### src/rtl/frame_store_ctrl_pkg.sv
// frame_store_ctrl_pkg: bram_state codes and raster counter widths shared by the frame store
package frame_store_ctrl_pkg;
  typedef enum logic [1:0] {
    BRAM_IDLE     = 2'd0,
    ARMED         = 2'd1,
    WRITING_FRAME = 2'd2,
    READING_FRAME = 2'd3
  } bram_state_t;
  localparam int XW = 11;
  localparam int YW = 10;
endpackage

### src/rtl/frame_store_ctrl_xy_counter.sv
// frame_xy_counter: recovers active-pixel x and active-line y from the processed blank/vsync stream
module frame_xy_counter
  import frame_store_ctrl_pkg::*;
(
  input  logic          i_clk,
  input  logic          i_reset,
  input  logic          i_blank,
  input  logic          i_vsync,
  output logic [XW-1:0] o_x,
  output logic [YW-1:0] o_y
);
  logic          r_blank_d;
  logic          r_active_line;
  logic [XW-1:0] r_x;
  logic [YW-1:0] r_y;
  assign o_x = r_x;
  assign o_y = r_y;
  // y advances only at the end of a line that actually carried pixels
  always_ff @(posedge i_clk) begin
    if (i_reset) begin
      r_blank_d     <= 1'b0;
      r_active_line <= 1'b0;
      r_x           <= '0;
      r_y           <= '0;
    end else begin
      r_blank_d <= i_blank;
      r_x       <= i_blank ? '0 : r_x + 1'b1;
      if (!i_vsync) begin
        r_y           <= '0;
        r_active_line <= 1'b0;
      end else if (i_blank && !r_blank_d && r_active_line) begin
        r_y           <= r_y + 1'b1;
        r_active_line <= 1'b0;
      end else if (!i_blank) r_active_line <= 1'b1;
    end
  end
endmodule

### src/rtl/frame_store_ctrl.sv
// frame_store_ctrl: captures one RGB332 frame window into BRAM and plays it back from raw hcount/vcount
module frame_store_ctrl
  import frame_store_ctrl_pkg::*;
#(
  parameter int IMG_W  = 320,
  parameter int IMG_H  = 240,
  parameter int X0     = 0,
  parameter int Y0     = 0,
  parameter int ADDR_W = 17
) (
  input  logic              i_clk,
  input  logic              i_reset,
  input  logic              i_store_bram,
  input  logic [23:0]       i_pixel_in,
  input  logic              i_blank_in,
  input  logic              i_vsync_in,
  input  logic [XW-1:0]     i_hcount,
  input  logic [YW-1:0]     i_vcount,
  output logic              o_bram_we,
  output logic [ADDR_W-1:0] o_bram_addr,
  output logic [7:0]        o_bram_din,
  output logic [1:0]        o_bram_state,
  output logic              o_in_display_bram,
  output logic              o_frame_done
);
  localparam logic [XW-1:0]     X_LO   = XW'(X0);
  localparam logic [XW-1:0]     X_SPAN = XW'(IMG_W);
  localparam logic [YW-1:0]     Y_LO   = YW'(Y0);
  localparam logic [YW-1:0]     Y_SPAN = YW'(IMG_H);
  localparam logic [ADDR_W-1:0] LAST   = ADDR_W'(IMG_W * IMG_H - 1);
  bram_state_t       r_state, w_next;
  logic              r_store_d, r_vsync_d, r_hit1, r_hit2;
  logic [ADDR_W-1:0] r_wr_addr, r_rd_addr, w_rd_base;
  logic [XW-1:0]     w_x;
  logic [YW-1:0]     w_y;
  logic              w_vs_fall, w_cap_hit, w_play_hit, w_wr, w_last, w_rd_act;
  logic              w_unused;
  assign w_unused          = ^{i_pixel_in[20:16], i_pixel_in[12:8], i_pixel_in[5:0]};
  assign o_bram_state      = r_state;
  assign o_in_display_bram = r_hit2;
  frame_xy_counter u_xy (
    .i_clk  (i_clk),
    .i_reset(i_reset),
    .i_blank(i_blank_in),
    .i_vsync(i_vsync_in),
    .o_x    (w_x),
    .o_y    (w_y)
  );
  // window tests use modular subtraction so a zero left/top edge needs no >= 0 compare
  always_comb begin
    w_vs_fall  = r_vsync_d && !i_vsync_in;
    w_cap_hit  = !i_blank_in && ((w_x - X_LO) < X_SPAN) && ((w_y - Y_LO) < Y_SPAN);
    w_play_hit = ((i_hcount - X_LO) < X_SPAN) && ((i_vcount - Y_LO) < Y_SPAN);
    w_wr       = (r_state == WRITING_FRAME) && i_store_bram && w_cap_hit;
    w_last     = r_wr_addr == LAST;
    w_rd_act   = (r_state == READING_FRAME) && i_store_bram;
    w_rd_base  = (i_hcount == '0 && i_vcount == '0) ? '0 : r_rd_addr;
    w_next     = r_state;
    if (!i_store_bram) w_next = BRAM_IDLE;
    else if (r_state == BRAM_IDLE && !r_store_d) w_next = ARMED;
    else if (r_state == ARMED && w_vs_fall) w_next = WRITING_FRAME;
    else if (w_wr && w_last) w_next = READING_FRAME;
  end
  always_ff @(posedge i_clk) r_state <= i_reset ? BRAM_IDLE : w_next;
  // the store edge detector resets high so a switch already up through reset cannot arm
  always_ff @(posedge i_clk) begin
    if (i_reset) begin
      r_store_d    <= 1'b1;
      r_vsync_d    <= 1'b0;
      r_hit1       <= 1'b0;
      r_hit2       <= 1'b0;
      r_wr_addr    <= '0;
      r_rd_addr    <= '0;
      o_bram_we    <= 1'b0;
      o_bram_addr  <= '0;
      o_bram_din   <= '0;
      o_frame_done <= 1'b0;
    end else begin
      r_store_d    <= i_store_bram;
      r_vsync_d    <= i_vsync_in;
      o_bram_we    <= w_wr;
      o_frame_done <= w_wr && w_last;
      r_hit1       <= w_rd_act && w_play_hit;
      r_hit2       <= w_rd_act && r_hit1;
      if (w_wr) begin
        o_bram_din  <= {i_pixel_in[23:21], i_pixel_in[15:13], i_pixel_in[7:6]};
        o_bram_addr <= r_wr_addr;
        r_wr_addr   <= w_last ? r_wr_addr : r_wr_addr + 1'b1;
      end else if (r_state != WRITING_FRAME || w_vs_fall) r_wr_addr <= '0;
      if (w_rd_act) o_bram_addr <= w_rd_base;
      r_rd_addr <= !w_rd_act ? '0 : (w_play_hit && w_rd_base != LAST) ? w_rd_base + 1'b1 : w_rd_base;
    end
  end
endmodule
### config.mk
export PLATFORM = sky130hd
export DESIGN_NAME = frame_store_ctrl
export DESIGN_NICKNAME = d
export VERILOG_FILES = /design/src/rtl/frame_store_ctrl_pkg.sv /design/src/rtl/frame_store_ctrl_xy_counter.sv /design/src/rtl/frame_store_ctrl.sv
export SDC_FILE = /design/constraint.sdc
export NUM_CORES = 1
export LEC_CHECK = 0
export CORE_MARGIN = 2
export CORE_UTILIZATION = 52
export CTS_CLUSTER_SIZE = 10
export DETAILED_ROUTE_END_ITERATION = 6
export MAX_ROUTING_LAYER = met4
export PLACE_DENSITY_LB_ADDON = 0.08
export REMOVE_ABC_BUFFERS = 1
export SLEW_MARGIN = 10
export SYNTH_ARGS = -nofsm -noshare
export SYNTH_HDL_FRONTEND = slang
export SYNTH_SLANG_ARGS = --single-unit
### constraint.sdc
create_clock -name i_clk -period 4.6 [get_ports i_clk]
set_clock_uncertainty 0.2 [all_clocks]
set_input_delay 1.38 -clock i_clk [delete_from_list [all_inputs] [get_ports i_clk]]
set_output_delay 1.38 -clock i_clk [all_outputs]
set_load 0.005 [all_outputs]
======== Word-level counts from Yosys, hierarchy flattened ========
Index checks and enable logic that the tools add are counted.
storage, ports and cells
  bits in registers ....................... 90
  input bits .............................. 50
  output and inout bits ................... 30
operators by class
  add/sub/neg operators ................... 4
  magnitude comparators ................... 4
  eq/ne operators ......................... 7
  mux-type cells .......................... 10
  bitwise logic cells ..................... 3
  reduce and logical (&&, ||, !) cells .... 35
operators with widths
  cell                     count
  $mux W17                 7
  $add A17 B1 Y17 const B  2
  $lt A11 B9 Y1 const B    2
  $lt A10 B8 Y1 const B    2
  $eq A17 B17 Y1 const B   1
  $ne A17 B17 Y1 const B   1
  $logic_and A1 B1 Y1      16
  $add A11 B1 Y11 const B  1
  $logic_not A11 Y1        1
  $add A10 B1 Y10 const B  1
  $logic_not A10 Y1        1
  $reduce_or A2 Y1         4
  $reduce_bool A2 Y1       3
  $reduce_or A3 Y1         2
  $eq A2 B2 Y1 const B     2
  $logic_not A1 Y1         4
  $mux W2                  2
  $ne A2 B2 Y1 const B     2
  $not A1 Y1               3
  $reduce_bool A3 Y1       1
  $eq A2 B1 Y1 const B     1
  $logic_not A2 Y1         1
  $reduce_and A2 Y1        1
  $logic_or A1 B1 Y1       1
  $mux W1                  1

======== Logic depth before layout (Yosys ltp) ========
Gate-level depths: netlist of run 1.
  depth after elaboration ................. 8
  depth in mapped cells ................... 11

======== Modules after synthesis ========
From an unflattened synthesis of run 1, not the netlist that was laid out.
second synthesis, totals
  cells, all modules ...................... 504
  area total of the unflattened synthesis .. 4201.5 um^2
by module, submodules not included
  module            instances  cells each  area each (um^2)  seq. area each (um^2)
  frame_store_ctrl  1          396         3218.1            1341.3
  frame_xy_counter  1          108         983.4             460.4

======== Least setup slack after synthesis of run 1 ========
OpenSTA, ideal clock, no wires.
  path kind ............................... in2reg
  from .................................... in i_hcount[9]
  to ...................................... reg r_rd_addr[9]
  setup time .............................. 0.072 ns
  arrival time ............................ 3.625 ns
  path slack .............................. 0.703 ns
  cell stages on the path ................. 11
  path buffers ............................ 1
  cells stage by stage .................... nor4_2 and4_1 nand2_1 clkbuf_1 and2_1 ha_1 and4_1 nand4_1 nand2_1 or4_1 a21oi_1
on the way
  word-level cells in the longest chain between the ends .. 6
  elaborated cells between the ends (all ways) .. 9
  those cells by class .................... add/sub (1); order compare (1); eq/ne (1); mux (2); reduce/logical (4)
RTL lines
  element                                                  RTL line                RTL
  start, declared                                          frame_store_ctrl.sv:17  input logic [XW-1:0] i_hcount,
  branches (longest 5 deep; another with $add A17 B1 Y17)  n/a
  $mux W17 (*)                                             frame_store_ctrl.sv:91  r_rd_addr <= !w_rd_act ? '0 : (w_play_hit && w_rd_base != LAST) ? w_rd_base + 1'b1 : w_rd_base;
  end signal, assigned                                     frame_store_ctrl.sv:91
  end, declared                                            frame_store_ctrl.sv:33  logic [ADDR_W-1:0] r_wr_addr, r_rd_addr, w_rd_base;
Mark *: on every way between the ends.
A chain may end at the register's enable or synchronous reset.

======== Worst setup path in the final report of run 1 ========
  from .................................... in i_vcount[3]
  to ...................................... reg r_rd_addr[9]
on the way
  word-level cells in the longest chain between the ends .. 6
  elaborated cells between the ends (all ways) .. 9
  those cells by class .................... add/sub (1); order compare (1); eq/ne (1); mux (2); reduce/logical (4)
RTL lines
  element                                                  RTL line                RTL
  start, declared                                          frame_store_ctrl.sv:18  input logic [YW-1:0] i_vcount,
  branches (longest 5 deep; another with $add A17 B1 Y17)  n/a
  $mux W17 (*)                                             frame_store_ctrl.sv:91
Marks and branches as above.

==> flow_summary.ini, run 1 <==
[outcome]
status = finished clean

[layout]
layout.nets = 616
layout_common_cells = dfxtp_1 (90), nand2_1 (64), clkdlybuf4s50_1 (63)
fin_util_pct = 66.7
drive_above_1_share_pct = 6.54
design_area_um2 = 5180
antenna_cells = 0
area_growth_pct = 23.1
layout_commonest_cell = dfxtp_1

[place]
dp_hpwl_um = 7470
finalWeightedCongestion = 0.876
port_buffers = 63
placed_area_um2 = 4930

[floorplanning]
die_x_um = 94.0
die_h_um = 94.0
start_util_pct = 54.2
io_pins = 80
design.die.area_um2 = 8830
core_um2 = 7770
rows = 32

[synth]
synth_edf_count = 0
ys_types = 48
netlist_area_um2 = 4210
syn_inst = 502
ys_ff_latch = 90
yosysTopAreaCell = dfxtp_1
synth_area_leaders = dfxtp_1 (43%), a21oi_1 (7.1%), nand2_1 (5.7%)
avgSynthCellArea_um2 = 8.39
synth_top_area_share_pct = 42.8
ys_seq_area_share_pct = 42.8
ys.flop_type = dfxtp_1
yosysWarningCount = 0
async_reset_ff_share_pct = 0

[critical_path]
crit_type = input pin to flop
required_ps = 4680
crit_path_start_kind = input pin
critical_path.slowest_cell = or4_1
rrSetupSlack_ps = 2120
slowest_delay_ps = 520
critPathArrivalTime_ps = 4170
worstPathMaxFanout = 6
worst-path-buf-inv = 1
crit_chain = clkdlybuf4s50_1 -> nor4_1 -> and4_1 -> nand2_1 -> and2_1 -> ha_1 -> and4_1 -> nand4_1 -> nand2_1 -> or4_1 -> a21oi_1
cp_top_family = simple AND/OR/NAND/NOR gates
endpoint_kind = flop

[sta]
finalSetupViolCount = 0
fmax_mhz = 245
rsz0062_at_grt = false
slew_headroom_pct = 25.3
fin_tns_setup_ps = 0
hold_viol_final = 0
tightest_slew_ps = 1120
slew_viol_final = 0
post-route-period-util_pct = 88.8
fin_crit_ps = 4090

[route]
drt_iter0_drc = 209
wl_um = 10200
drt-wirelength-per-cell_um = 15.3
via_count = 3920
route.detailed.drc = 0
ant_nets = 0
drt_pass1_iterations = 5
viasPerCell = 5.87

[cts]
h-tree-depth = 3
clk_latency_ps = 350
clkSlewWorstSetupHoldPaths_ps = 90
clock-sinks = 90
post_cts_buffers = 0
ctsResizeCount = 0
cts.path.max_buffers = 2
cts_hold_buffers = 0
tritoncts = yes
cts-buffers-inserted = 9
cts_root_buffer = clkbuf_8

[min_path]
hold_class = flop to flop

[power_and_ir_drop]
internal-power_uw = 1220
pwr-share-comb_pct = 3.4
p_leak_uw = 0.00167
p_per_area_nw_per_um2 = 294
p_seq_share_pct = 51.5
ir_drop_uv = 167
p_sw_share_pct = 19.5
p_sw_uw = 297
power.share.clock_pct = 45.0

[grt]
grt_overflow = 0
gr-usage-all-layers_pct = 24.7
grt_max_degree = 39
first_global_vias = 3581
grt_pass1_wl_um = 17000
antenna_found_initial = 0

[run]
drv_cap = 0
[path summary, 6_finish.rpt]
path                            cells after the start                          from                            to
worst max-delay path                               11                   i_vcount[3]       r_rd_addr[9]$_SDFF_PP0_
worst min-delay path                                1             r_hit1$_SDFF_PP0_  o_in_display_bram$_SDFF_PP0_
worst max register to register                      4  o_bram_state[1]$_SDFFE_PP0P_    r_wr_addr[12]$_SDFFE_PP0P_
worst min register to register                      1             r_hit1$_SDFF_PP0_  o_in_display_bram$_SDFF_PP0_
[power by group through the flow]
stage	Sequential, uW	Combinational, uW	Clock [uW]
6_report	784	52.4	685
5_1_grt	785	57.0	727
4_1_cts	784	52.8	689
3_5_place_dp	802	52.6	0
3_3_place_gp	802	51.8	0
2_1_floorplan	802	12.4	0
[layout make-up]
type	count	area (um2)
repair buffers	73	718
well taps	102	128
inverters	5	18.8
flip-flops and latches	90	1800
clock inverters	6	130
multi-input cells	383	2260
fillers	667	2590
clock buffers	9	124
[cell families after synthesis]
family	synth area share (%)
AOI/OAI and AO/OA	15.5
xor gates and xnor gates	3.95
adders and majority gates	1.19
buffers and inverters	3.51
DFF	42.8
muxes	2.14
and+or+nand+nor	30.9
[sequential cells by signal, indices dropped and copies added, names as in the netlist]
| name | flops |
|---|---|
| o_bram_addr | 17 |
| o_bram_din | 8 |
| o_bram_state | 2 |
| o_bram_we | 1 |
| o_frame_done | 1 |
| o_in_display_bram | 1 |
| r_hit1 | 1 |
| r_rd_addr | 17 |
| r_store_d | 1 |
| r_vsync_d | 1 |
| r_wr_addr | 17 |
| u_xy.o_x | 11 |
| u_xy.o_y | 10 |
| u_xy.r_active_line | 1 |
| u_xy.r_blank_d | 1 |
[stage by stage]
step / hold WS (ps) / power [uW] / instances / worst slack, ps
after detailed placement: 234 / 855 / 653 / 194
after global routing: 274 / 1570 / 668 / 355
after global placement: 220 / 854 / 653 / 204
final: 246 / 1520 / 668 / 513
after CTS: 245 / 1530 / 668 / 542
after floorplan: 206 / 814 / 478 / 748
[synth_stat cells, types with 12 or more instances]
master    count
o21ai_0      26
xor2_1       15
nand2_1      64
clkbuf_1     13
nand4_1      12
dfxtp_1      90
nand3_1      34
o31ai_1      13
nor2_1       36
and3_1       13
a21oi_1      60
or4_1        13
[layer usage]
layer,GRT usage (%),routed length [um]
met1,32.1,4690
met4,8.21,199
met3,3.61,389
met5,-,0
met2,39.9,4930
(Power assumes the default switching activity.)
==> run 2, diff against run 1 <==
--- a/config.mk
+++ b/config.mk
@@ -7,10 +7,9 @@
 export LEC_CHECK = 0
 export CORE_MARGIN = 2
 export CORE_UTILIZATION = 52
-export CTS_CLUSTER_SIZE = 10
 export DETAILED_ROUTE_END_ITERATION = 6
 export MAX_ROUTING_LAYER = met4
-export PLACE_DENSITY_LB_ADDON = 0.08
+export PLACE_DENSITY = 0.81
 export REMOVE_ABC_BUFFERS = 1
 export SLEW_MARGIN = 10
 export SYNTH_ARGS = -nofsm -noshare
==> run 2 against run 1 <==
Wire length grew 0.25%. Via count increased by 0.13%. Global-route usage shrank 0.15 points. Flip-flop and latch count did not move. Core utilization is 0.84 points lower. Largest cell class unchanged.
==> flow_summary.ini, run 2 (synthesis gave the netlist of run 1 again) <==
[place]
port_buffers = 63
finalWeightedCongestion = 0.910
dp_hpwl_um = 7420
placed_area_um2 = 4900

[critical_path]
cp_top_family = simple AND/OR/NAND/NOR gates
crit_path_start_kind = input pin
crit_type = input pin to flop
required_ps = 4700
critPathArrivalTime_ps = 4180
worst-path-buf-inv = 1
worstPathMaxFanout = 5
crit_chain = clkdlybuf4s50_1 -> nor4_2 -> and4_1 -> nand2_1 -> and2_1 -> ha_1 -> and4_1 -> nand4_1 -> nand2_1 -> or4_1 -> a21oi_1
slowest_delay_ps = 520
endpoint_kind = flop
critical_path.slowest_cell = or4_1

[cts]
clock-sinks = 90
clkSlewWorstSetupHoldPaths_ps = 100
cts_hold_buffers = 0
cts-buffers-inserted = 9
tritoncts = yes
h-tree-depth = 3
clk_latency_ps = 370
cts.path.max_buffers = 2
post_cts_buffers = 0
cts_root_buffer = clkbuf_8
ctsResizeCount = 0

[grt]
antenna_found_initial = 0
first_global_vias = 3798
grt_max_degree = 30
grt_pass1_wl_um = 17000
gr-usage-all-layers_pct = 24.6
grt_overflow = 0

[sta]
fin_tns_setup_ps = 0
fin_crit_ps = 4070
slew_headroom_pct = 26.0
post-route-period-util_pct = 88.6
fmax_mhz = 245
finalSetupViolCount = 0
tightest_slew_ps = 1110
slew_viol_final = 0
rsz0062_at_grt = false
hold_viol_final = 0

[layout]
fin_util_pct = 65.9
antenna_cells = 0
layout_commonest_cell = dfxtp_1
area_growth_pct = 21.5
design_area_um2 = 5120
layout.nets = 614
drive_above_1_share_pct = 6.37
layout_common_cells = dfxtp_1 (90), nand2_1 (64), clkdlybuf4s50_1 (63)
largestRegisters = o_bram_addr (17), r_rd_addr (17), r_wr_addr (17)

[power_and_ir_drop]
p_sw_uw = 339
p_leak_uw = 0.00164
power.share.clock_pct = 41.1
internal-power_uw = 1080
ir_drop_uv = 235
pwr-share-comb_pct = 3.7
p_per_area_nw_per_um2 = 278
p_seq_share_pct = 55.2
p_sw_share_pct = 23.9

[route]
drt_pass1_iterations = 4
wl_um = 10200
drt_iter0_drc = 280
drt-wirelength-per-cell_um = 15.4
viasPerCell = 5.88
ant_nets = 0
via_count = 3925
route.detailed.drc = 0

[floorplanning]
core_um2 = 7770
die_x_um = 94.0
rows = 32
die_h_um = 94.0
io_pins = 80
start_util_pct = 54.2
design.die.area_um2 = 8830

[run]
drv_cap = 0

[min_path]
hold_class = flop to flop

[outcome]
status = finished clean
-- run 2: cell count changes in the layout (fill, tap and decap cells not counted) --
cell and change:
clkinv_2 -2, buf_4 -1, buf_12 -1, inv_8 +4, bufinv_16 -3, clkinv_4 +2
-- run 2: final timing paths --
path / startpoint / endpoint / slack (ps) / depth (start not counted)
worst min register to register: r_hit1$_SDFF_PP0_ / o_in_display_bram$_SDFF_PP0_ / 240 / 1
worst max register to register: o_bram_state[1]$_SDFFE_PP0P_ / r_wr_addr[7]$_SDFFE_PP0P_ / 2030 / 6
worst min-delay path: r_hit1$_SDFF_PP0_ / o_in_display_bram$_SDFF_PP0_ / 240 / 1
worst max-delay path: i_hcount[9] / r_rd_addr[9]$_SDFF_PP0_ / 530 / 11
-- run 2: stage by stage --
stage	power (uW)	hold slack [ps]	worst slack (ps)	instances
3_3_place_gp	853	212	194	651
5_1_grt	1470	259	354	667
3_5_place_dp	855	218	167	651
6_report	1420	237	525	667
4_1_cts	1430	242	530	667
2_1_floorplan	814	206	748	478
-- run 2: area by class of cell --
type,count,area [um2]
Clock buffer,9,124
Clock inverter,7,92.6
Fill cell,663,2650
Inverter,5,18.8
Multi-Input combinational cell,383,2260
Sequential cell,90,1800
Tap cell,102,128
Timing Repair Buffer,71,691
-- run 2: metal layers --
metal	wire [um]	global-route usage (%)	share of wire [%]	up-vias
li1	-	-	-	1955
met2	5050	41.0	49	123
met1	4450	28.7	43	1823
met5	0	-	0	-
met4	187	9.30	1.8	0
met3	553	6.10	5.4	24
-- run 2: worst register-to-register path, stage by stage (launching register included) --
cell,delay (ps)
dfxtp_1,500
nor4b_4,270
nand3_1,280
nor4_4,620
buf_4,290
nor4_1,80
o21ba_2,240
-- run 2: power groups by stage --
stage          sequential (uW)  clock (uW)  combinational, uW
2_1_floorplan              802           0               12.4
3_3_place_gp               802           0               51.0
3_5_place_dp               802           0               52.6
4_1_cts                    784         589               52.6
5_1_grt                    785         627               56.8
6_report                   784         584               52.2
==> run 3, diff against run 2 <==
--- a/config.mk
+++ b/config.mk
@@ -11,6 +11,7 @@
 export MAX_ROUTING_LAYER = met4
 export PLACE_DENSITY = 0.81
 export REMOVE_ABC_BUFFERS = 1
+export SKIP_CTS_REPAIR_TIMING = 1
 export SLEW_MARGIN = 10
 export SYNTH_ARGS = -nofsm -noshare
 export SYNTH_HDL_FRONTEND = slang
==> results of run 3 <==
Final layout, timing and power as in run 2 (identical DEF).
